File: config.mk
export PLATFORM = sky130hd
export DESIGN_NAME = pwm_generator_flat
export DESIGN_NICKNAME = d
export VERILOG_FILES = /design/src/rtl/pwm_generator_if.sv /design/src/rtl/pwm_generator.sv /design/src/flat_wrapper.sv
export SDC_FILE = /design/constraint.sdc
export NUM_CORES = 1
export LEC_CHECK = 0
export CAP_MARGIN = 20
export CORE_ASPECT_RATIO = 0.6
export CORE_MARGIN = 10
export CORE_UTILIZATION = 49
export CTS_CLUSTER_SIZE = 16
export DETAILED_ROUTE_END_ITERATION = 8
export PLACE_DENSITY_LB_ADDON = 0.3
export SYNTH_ARGS = -nofsm -noshare
export SYNTH_HDL_FRONTEND = slang
export SYNTH_SLANG_ARGS = --single-unit
File: constraint.sdc
create_clock -name clk -period 2.7 [get_ports clk]
set_input_delay 0.27 -clock clk [delete_from_list [all_inputs] [get_ports clk]]
set_output_delay 0.27 -clock clk [all_outputs]
set_load 0.05 [all_outputs]
File: src/rtl/pwm_generator_if.sv
// Control-register and pin-drive bundle between the SPI register file and the PWM generator.
// master = register-file side, slave = PWM generator side.
interface pwm_generator_if;
  logic [7:0]  en_reg_out_7_0;
  logic [7:0]  en_reg_out_15_8;
  logic [7:0]  en_reg_pwm_7_0;
  logic [7:0]  en_reg_pwm_15_8;
  logic [7:0]  pwm_duty_cycle;
  logic [15:0] out;
  logic        period_start;

  modport master (
    output en_reg_out_7_0,
    output en_reg_out_15_8,
    output en_reg_pwm_7_0,
    output en_reg_pwm_15_8,
    output pwm_duty_cycle,
    input  out,
    input  period_start
  );

  modport slave (
    input  en_reg_out_7_0,
    input  en_reg_out_15_8,
    input  en_reg_pwm_7_0,
    input  en_reg_pwm_15_8,
    input  pwm_duty_cycle,
    output out,
    output period_start
  );
endinterface

File: src/rtl/pwm_generator.sv
// 16-pin PWM driver: each pin is off, static high, or follows one shared PWM waveform.
// Duty is double-buffered and only changes at a period boundary.
module pwm_generator #(
  parameter int unsigned CLK_DIV = 3000  // clk cycles per counter tick, 1..65535
) (
  input  logic            clk,
  input  logic            rst_n,
  pwm_generator_if.slave  bus
);

  localparam logic [15:0] DIV_LAST = 16'(CLK_DIV - 1);

  typedef enum logic {
    ST_LOAD,
    ST_RUN
  } state_t;

  state_t      state, state_nxt;
  logic [15:0] prescaler, prescaler_nxt;
  logic [7:0]  counter, counter_nxt;
  logic [7:0]  duty_active, duty_nxt;
  logic        period_start_nxt;
  logic [15:0] out_nxt;

  logic        tick;
  logic        pwm_level;
  logic [15:0] en_out;
  logic [15:0] en_pwm;

  assign tick   = (prescaler == DIV_LAST);
  assign en_out = {bus.en_reg_out_15_8, bus.en_reg_out_7_0};
  assign en_pwm = {bus.en_reg_pwm_15_8, bus.en_reg_pwm_7_0};

  // Duty 255 is special-cased so a full-on pin never drops for the counter==255 tick.
  assign pwm_level = (duty_active == 8'hFF) ? 1'b1 : (counter < duty_active);

  // ST_LOAD is the single cycle after reset release: it loads the shadow duty and
  // flags a period start while holding the prescaler, so the first period is full length.
  always_comb begin
    state_nxt        = ST_RUN;
    prescaler_nxt    = prescaler;
    counter_nxt      = counter;
    duty_nxt         = duty_active;
    period_start_nxt = 1'b0;
    unique case (state)
      ST_LOAD: begin
        prescaler_nxt    = '0;
        counter_nxt      = '0;
        duty_nxt         = bus.pwm_duty_cycle;
        period_start_nxt = 1'b1;
      end
      ST_RUN: begin
        prescaler_nxt = tick ? '0 : prescaler + 16'd1;
        if (tick) begin
          counter_nxt = counter + 8'd1;
          if (counter == 8'hFF) begin
            duty_nxt         = bus.pwm_duty_cycle;
            period_start_nxt = 1'b1;
          end
        end
      end
      default: begin
        state_nxt = ST_LOAD;
      end
    endcase
  end

  always_comb begin
    out_nxt = '0;
    for (int unsigned i = 0; i < 16; i++) begin
      out_nxt[i] = en_out[i] & (en_pwm[i] ? pwm_level : 1'b1);
    end
  end

  always_ff @(posedge clk or negedge rst_n) begin
    if (!rst_n) begin
      state            <= ST_LOAD;
      prescaler        <= '0;
      counter          <= '0;
      duty_active      <= '0;
      bus.out          <= '0;
      bus.period_start <= 1'b0;
    end else begin
      state            <= state_nxt;
      prescaler        <= prescaler_nxt;
      counter          <= counter_nxt;
      duty_active      <= duty_nxt;
      bus.out          <= out_nxt;
      bus.period_start <= period_start_nxt;
    end
  end

endmodule

File: src/flat_wrapper.sv
// flat-port wrapper written by rule: the top's interface ports become plain ports
module pwm_generator_flat 
#(
  parameter int unsigned CLK_DIV = 3000                                          
)
  (clk, rst_n, bus_en_reg_out_7_0, bus_en_reg_out_15_8, bus_en_reg_pwm_7_0, bus_en_reg_pwm_15_8, bus_pwm_duty_cycle, bus_out, bus_period_start);
  pwm_generator_if bus_i ();
  input  logic clk;
  input  logic rst_n;
  input wire logic [$bits(bus_i.en_reg_out_7_0)-1:0] bus_en_reg_out_7_0;
  input wire logic [$bits(bus_i.en_reg_out_15_8)-1:0] bus_en_reg_out_15_8;
  input wire logic [$bits(bus_i.en_reg_pwm_7_0)-1:0] bus_en_reg_pwm_7_0;
  input wire logic [$bits(bus_i.en_reg_pwm_15_8)-1:0] bus_en_reg_pwm_15_8;
  input wire logic [$bits(bus_i.pwm_duty_cycle)-1:0] bus_pwm_duty_cycle;
  output wire logic [$bits(bus_i.out)-1:0] bus_out;
  output wire logic [$bits(bus_i.period_start)-1:0] bus_period_start;
  assign bus_i.en_reg_out_7_0 = bus_en_reg_out_7_0;
  assign bus_i.en_reg_out_15_8 = bus_en_reg_out_15_8;
  assign bus_i.en_reg_pwm_7_0 = bus_en_reg_pwm_7_0;
  assign bus_i.en_reg_pwm_15_8 = bus_en_reg_pwm_15_8;
  assign bus_i.pwm_duty_cycle = bus_pwm_duty_cycle;
  assign bus_out = bus_i.out;
  assign bus_period_start = bus_i.period_start;
  pwm_generator #(.CLK_DIV(CLK_DIV)) u_core (.clk(clk), .rst_n(rst_n), .bus(bus_i));
endmodule
==> impl_metrics.py, run 1 <==
metrics = {
    "outcome": {
        "status": "completed",
    },
    "min_path": {
        "min-delay-start": "bus_en_reg_out_7_0[7]",
        "hold_path_depth": 2,
        "hold_path_end": "u_core.bus.out[7]$_DFF_PN0_",
        "worstHoldPathType": "primary input to flip-flop",
    },
    "route": {
        "postRouteAntennaNets": 0,
        "drt-pass1-iter-count": 4,
        "drc": 0,
        "routedWlPerCell_um": 15.8,
        "drt_wl_total_um": 5200,
        "vias": 1723,
        "drtIter0Drc": 57,
        "vias_per_cell": 5.22,
    },
    "critical_path": {
        "start_kind": "flip-flop",
        "slowest_stage": "o21ai_4",
        "crit_fanout": 17,
        "end_kind": "flip-flop",
        "critical_path.startpoint": "u_core.prescaler[0]$_DFF_PN0_",
        "rr_endpoint": "u_core.duty_active[1]$_DFFE_PN0P_",
        "crit_buf_inv": 0,
        "worstRegToRegCells": 5,
        "worstReg2RegStart": "u_core.prescaler[0]$_DFF_PN0_",
        "crit_family": "simple AND/OR/NAND/NOR gates",
        "rrSetupSlack_ns": 0.57,
        "crit_arrival_ns": 2.32,
        "worstPathCellList": "ha_1 -> and4_1 -> nand4_4 -> o21ai_4 -> mux2_2",
        "cpPeakStageDelay_ns": 0.42,
        "crit_required_ns": 2.89,
        "path_class": "flip-flop to flip-flop",
    },
    "synthesis": {
        "synth.net_count": 253,
        "synth_cell_types": 42,
        "syn-instance-count": 202,
        "yosys_register_bits": 50,
        "synth_warnings": 0,
        "synth_edf_count": 0,
        "async_reset_ff_share_pct": 100,
        "syn_avg_cell_area_um2": 11.5,
        "synth_ff_type": "dfrtp_1",
        "syn_area_um2": 2330,
        "ys_seq_area_share_pct": 53.7,
    },
    "sta": {
        "min_period_ns": 2.13,
        "slew_headroom_pct": 56.9,
        "rsz0062_at_grt": "false",
        "hold_violations": 0,
        "hold_slack_ns": 0.496,
        "final-max-slew-violation-count": 0,
        "tightest_slew_ns": 0.647,
        "fin_crit_sh_pct": 78.9,
        "clock_skew_ns": 0.0107,
        "fmax_mhz": 469,
        "fin_setup_tns_ns": 0,
        "setup_viol": 0,
    },
    "grt": {
        "antenna_found_initial": 0,
        "gr-total-overflow": 0,
        "grt_pass1_vias": 1802,
        "grt_usage_pct": 14.0,
        "grt_start_max_net_pins": 30,
        "grt_first_pass_wirelength_um": 8760,
    },
    "run": {
        "drv_cap": 0,
    },
    "power": {
        "p_leak_nw": 1.34,
        "ir_worst_vdd_v": 0.000279,
        "p_per_area_nw_per_um2": 498,
    },
    "floorplanning": {
        "start_util_pct": 50.8,
        "row_count": 19,
        "core_area_um2": 4590,
        "die_h_um": 73.4,
        "ioPinCount": 59,
        "fp.dieW_um": 109,
        "dieArea_um2": 8010,
    },
    "cts": {
        "cts_tree": "yes",
        "path_clk_slew_ns": 0.10,
        "cts_made_buffers": 5,
        "cts_resized": 0,
        "cts_root_buf": "clkbuf_8",
        "cts.sinks": 50,
        "h-tree-depth": 2,
        "worstSkewPairLatency_ns": 0.31,
        "cts_buffer_depth": 2,
    },
    "cells_and_area": {
        "layout_commonest_cell": "clkdlybuf4s50_1",
        "layout-drive-gt1-share_pct": 8.99,
        "fillCellCount": 358,
        "area_delta_synth_final_pct": 33.1,
        "final_cell_mix": "57 x clkdlybuf4s50_1, 50 x dfrtp_1, 19 x nor2_1",
        "n_antenna_cell": 0,
        "finalNetCount": 317,
    },
    "place": {
        "numPortBuffers": 58,
        "gp_congestion": 0.807,
        "dp_hpwl_um": 4080,
    },
}
-- cell usage after synthesis, types with 2 or more instances --
master	n	share of area, %
o211ai_1	4	1.3
o21ai_0	2	0.43
dfrtp_1	50	54
nor4_1	3	0.81
a21boi_0	17	5.5
xnor2_1	10	3.8
nand2_1	9	1.4
xor2_1	4	1.5
and3_1	2	0.54
nand3_1	7	1.5
mux2_2	8	3.9
ha_1	9	4.8
nor3_1	3	0.64
nand2b_1	2	0.54
inv_1	12	1.9
or4b_1	4	1.7
and4_1	3	1.1
a21oi_1	2	0.43
nor2_1	19	3.1
nand4_1	10	2.7
-- sequential cells by signal, indices dropped and copies added (netlist names) --
register	cells
u_core.prescaler	16
u_core.duty_active	8
u_core.state	1
u_core.bus.out	16
u_core.bus.period_start	1
u_core.counter	8
-- worst max path at each step --
stage	endpoint	slack (ns)	cells after the start
4_1_cts	u_core.duty_active[1]$_DFFE_PN0P_	0.57	5
6_report	u_core.duty_active[1]$_DFFE_PN0P_	0.57	5
5_1_grt	u_core.duty_active[1]$_DFFE_PN0P_	0.44	5
2_1_floorplan	u_core.bus.out[0]$_DFF_PN0_	0.82	6
3_5_place_dp	u_core.duty_active[1]$_DFFE_PN0P_	0.58	5
3_3_place_gp	u_core.duty_active[4]$_DFFE_PN0P_	0.72	5
-- cells by family after synthesis --
logic type               after synthesis  synth area share [%]
other                                  1                 0.161
XOR/XNOR                              14                  5.26
AND/OR/NAND/NOR                       69                  17.7
buffers and inverters                 16                  2.84
AO/OA/AOI/OAI                         34                  11.3
multiplexers                           9                  4.29
adder cells (fa/ha/maj)                9                  4.83
flip-flops                            50                  53.7
-- where the power goes --
part / switching [mW] / internal (mW) / leakage (nW)
Clock: 0.258 / 0.278 / 0.0585
Sequential: 0.0214 / 0.778 / 0.636
Combinational: 0.104 / 0.105 / 0.649
Total: 0.384 / 1.16 / 1.34
-- final cells by class --
type                    count  area [um2]  share of cell area, %
flip-flops and latches     50        1250                   40.3
clock buffers               5        68.8                   2.22
multi-input cells         136        1010                   32.7
inverters                  12        45.0                   1.45
well taps                  63        78.8                   2.54
clock inverters             3        43.8                   1.41
repair buffers             61         601                   19.4
-- timing repair --
action                                  4_1_cts  5_1_grt
hold endpoints to repair                     28        0
hold buffers                                  1        0
buffers inserted                              0        0
endpoints found under the setup margin        0        0
-- per-stage QoR --
stage               worst slack [ns]  cell area (um2)  instances  util, %  total power, mW
floorplan                      0.820             2330        202        -            0.908
global placement               0.719             2980        321     64.9             1.02
detailed placement             0.578             2980        321     64.9             1.03
CTS                            0.573             3100        330     67.6             1.56
global route                   0.444             3100        330     67.6             1.60
finish                         0.570             3100        330     67.6             1.55
-- layer usage --
metal	track usage [%]	wire length, um
met1	18.1	2480
met2	18.6	1990
met3	8.30	657
met4	4.80	72
met5	0	0
Note: power is estimated with default switching activity, not from simulation.
==> inputs of run 2 (changes only) <==
--- a/config.mk
+++ b/config.mk
@@ -8,7 +8,7 @@
 export CAP_MARGIN = 20
 export CORE_ASPECT_RATIO = 0.6
 export CORE_MARGIN = 10
-export CORE_UTILIZATION = 49
+export CORE_UTILIZATION = 44
 export CTS_CLUSTER_SIZE = 16
 export DETAILED_ROUTE_END_ITERATION = 8
 export PLACE_DENSITY_LB_ADDON = 0.3
==> constraint.sdc (replaced) <==
create_clock -name clk -period 1.85 [get_ports clk]
set_input_delay 0.185 -clock clk [delete_from_list [all_inputs] [get_ports clk]]
set_output_delay 0.185 -clock clk [all_outputs]
set_load 0.05 [all_outputs]
==> impl_metrics.py, run 2 (synthesis results as in run 1) <==
metrics = {
    "cts": {
        "cts_root_buf": "clkbuf_8",
        "path_clk_slew_ns": 0.10,
        "worstSkewPairLatency_ns": 0.31,
        "h-tree-depth": 2,
        "cts_buffer_depth": 2,
        "cts.sinks": 50,
        "cts_tree": "yes",
        "cts_made_buffers": 5,
    },
    "floorplanning": {
        "ioPinCount": 59,
        "dieArea_um2": 8700,
        "fp.dieW_um": 114,
        "core_area_um2": 5100,
        "start_util_pct": 45.7,
        "row_count": 20,
        "die_h_um": 76.4,
    },
    "cells_and_area": {
        "fillCellCount": 387,
        "final_cell_mix": "57 x clkdlybuf4s50_1, 48 x dfrtp_1, 25 x buf_4",
        "reg_top3": "u_core.bus.out (16), u_core.prescaler (16)",
        "fin_cells": 359,
        "layout_commonest_cell": "clkdlybuf4s50_1",
        "area_delta_synth_final_pct": 45.4,
        "n_antenna_cell": 0,
        "finalNetCount": 343,
        "final_util_pct": 66.4,
        "layout-drive-gt1-share_pct": 20.8,
    },
    "critical_path": {
        "start_kind": "flip-flop",
        "cpPeakStageDelay_ns": 0.40,
        "crit_required_ns": 2.05,
        "slowest_stage": "dfrtp_1",
        "critical_path.startpoint": "u_core.duty_active[6]$_DFFE_PN0P_",
        "rrSetupSlack_ns": 0.04,
        "worstReg2RegStart": "u_core.duty_active[6]$_DFFE_PN0P_",
        "path_class": "flip-flop to flip-flop",
        "end_kind": "flip-flop",
        "worstPathCellList": "inv_2 -> ha_4 -> and4_1 -> o21ai_2 -> o32ai_2 -> buf_4 -> a21boi_0",
        "crit_arrival_ns": 2.01,
        "crit_fanout": 8,
    },
    "grt": {
        "grt_first_pass_wirelength_um": 9600,
        "grt_pass1_vias": 1958,
        "antenna_found_initial": 0,
        "grt_usage_pct": 13.4,
        "gr-total-overflow": 0,
        "grt_start_max_net_pins": 19,
    },
    "sta": {
        "setup_slack_ns": 0.0384,
        "setup_viol": 0,
        "slew_headroom_pct": 64.4,
        "tightest_slew_ns": 0.533,
        "fmax_mhz": 552,
        "hold_violations": 0,
        "min_period_ns": 1.81,
        "fin_crit_sh_pct": 97.9,
        "clock_skew_ns": 0.00652,
        "final-max-slew-violation-count": 0,
    },
    "route": {
        "vias": 1848,
        "drt-pass1-iter-count": 4,
        "postRouteAntennaNets": 0,
        "routedWlPerCell_um": 16.2,
        "vias_per_cell": 5.15,
        "drt_wl_total_um": 5830,
        "drtIter0Drc": 58,
        "drc": 0,
    },
    "place": {
        "dp.cells": 342,
        "dp_hpwl_um": 4290,
        "gp_congestion": 0.828,
        "numPortBuffers": 58,
        "dp_worst_setup_slack_ns": -0.0000713,
    },
    "power": {
        "power_mw": 2.34,
        "ir_worst_vdd_v": 0.000381,
        "p_leak_nw": 1.49,
        "p_per_area_nw_per_um2": 690,
    },
    "run": {
        "drv_cap": 0,
    },
    "min_path": {
        "worstHoldPathType": "primary input to async pin",
    },
    "outcome": {
        "status": "completed",
    },
}
run 2: routing by layer:
| metal | wire length, um | share of wire [%] | vias up | global-route usage (%) |
|---|---|---|---|---|
| met5 | 0 | 0 | - | 0 |
| met4 | 70 | 1.2 | 0 | 4.11 |
| met3 | 503 | 8.6 | 7 | 6.68 |
| met2 | 2380 | 41 | 51 | 17.7 |
| met1 | 2880 | 49 | 888 | 18.4 |
| li1 | - | - | 902 | - |
run 2: power breakdown:
part	internal [mW]	switching, mW
clock	0.413	0.398
combinational	0.188	0.175
sequential	1.14	0.0275
total	1.74	0.600
run 2: final timing paths:
kind	endpoint	depth (start not counted)
worst max-delay path	u_core.bus.out[2]$_DFF_PN0_	7
worst min-delay path	u_core.prescaler[4]$_DFF_PN0_	2
worst max register to register	u_core.bus.out[2]$_DFF_PN0_	7
worst min register to register	u_core.duty_active[4]$_DFFE_PN0P_	1
max in group asynchronous	u_core.counter[1]$_DFFE_PN0P_	3
min in group clk	u_core.bus.out[11]$_DFF_PN0_	2
run 2: per-stage QoR:
stage | cell area, um2 | hold WS [ns] | setup TNS, ns
final | 3390 | 0.323 | 0
after global routing | 3390 | 0.367 | -0.0473
after CTS | 3260 | 0.335 | 0
after detailed placement | 3130 | 0.141 | -0.0000713
after global placement | 3130 | 0.136 | -0.392
after floorplan | 2340 | -0.111 | 0
run 2: critical path: cells and delay by family, from the launching register on:
family | cells | cell delay [ns]
AO/OA/AOI/OAI | 3 | 0.53
adder cells (fa/ha/maj) | 1 | 0.27
buffers and inverters | 2 | 0.29
flip-flops | 1 | 0.40
AND/OR/NAND/NOR | 1 | 0.21
run 2: what timing repair did:
| item | in CTS | in global routing |
|---|---|---|
| setup endpoints to repair | 8 | 27 |
| cloned | 0 | 1 |
| pin swaps | 0 | 3 |
| setup buffers | 0 | 7 |
| resized for setup | 2 | 14 |
| hold buffers | 1 | 0 |
| hold endpoints to repair | 15 | 0 |
run 2: cell type report:
type                            instances  area, um2  area share, %
Clock inverter                          3       47.5           1.40
Clock buffer                            5       68.8           2.03
Multi-Input combinational cell        136       1070           31.7
Sequential cell                        50       1250           37.0
Timing Repair Buffer                   87        816           24.1
Tap cell                               66       82.6           2.44
Inverter                               12       45.0           1.33
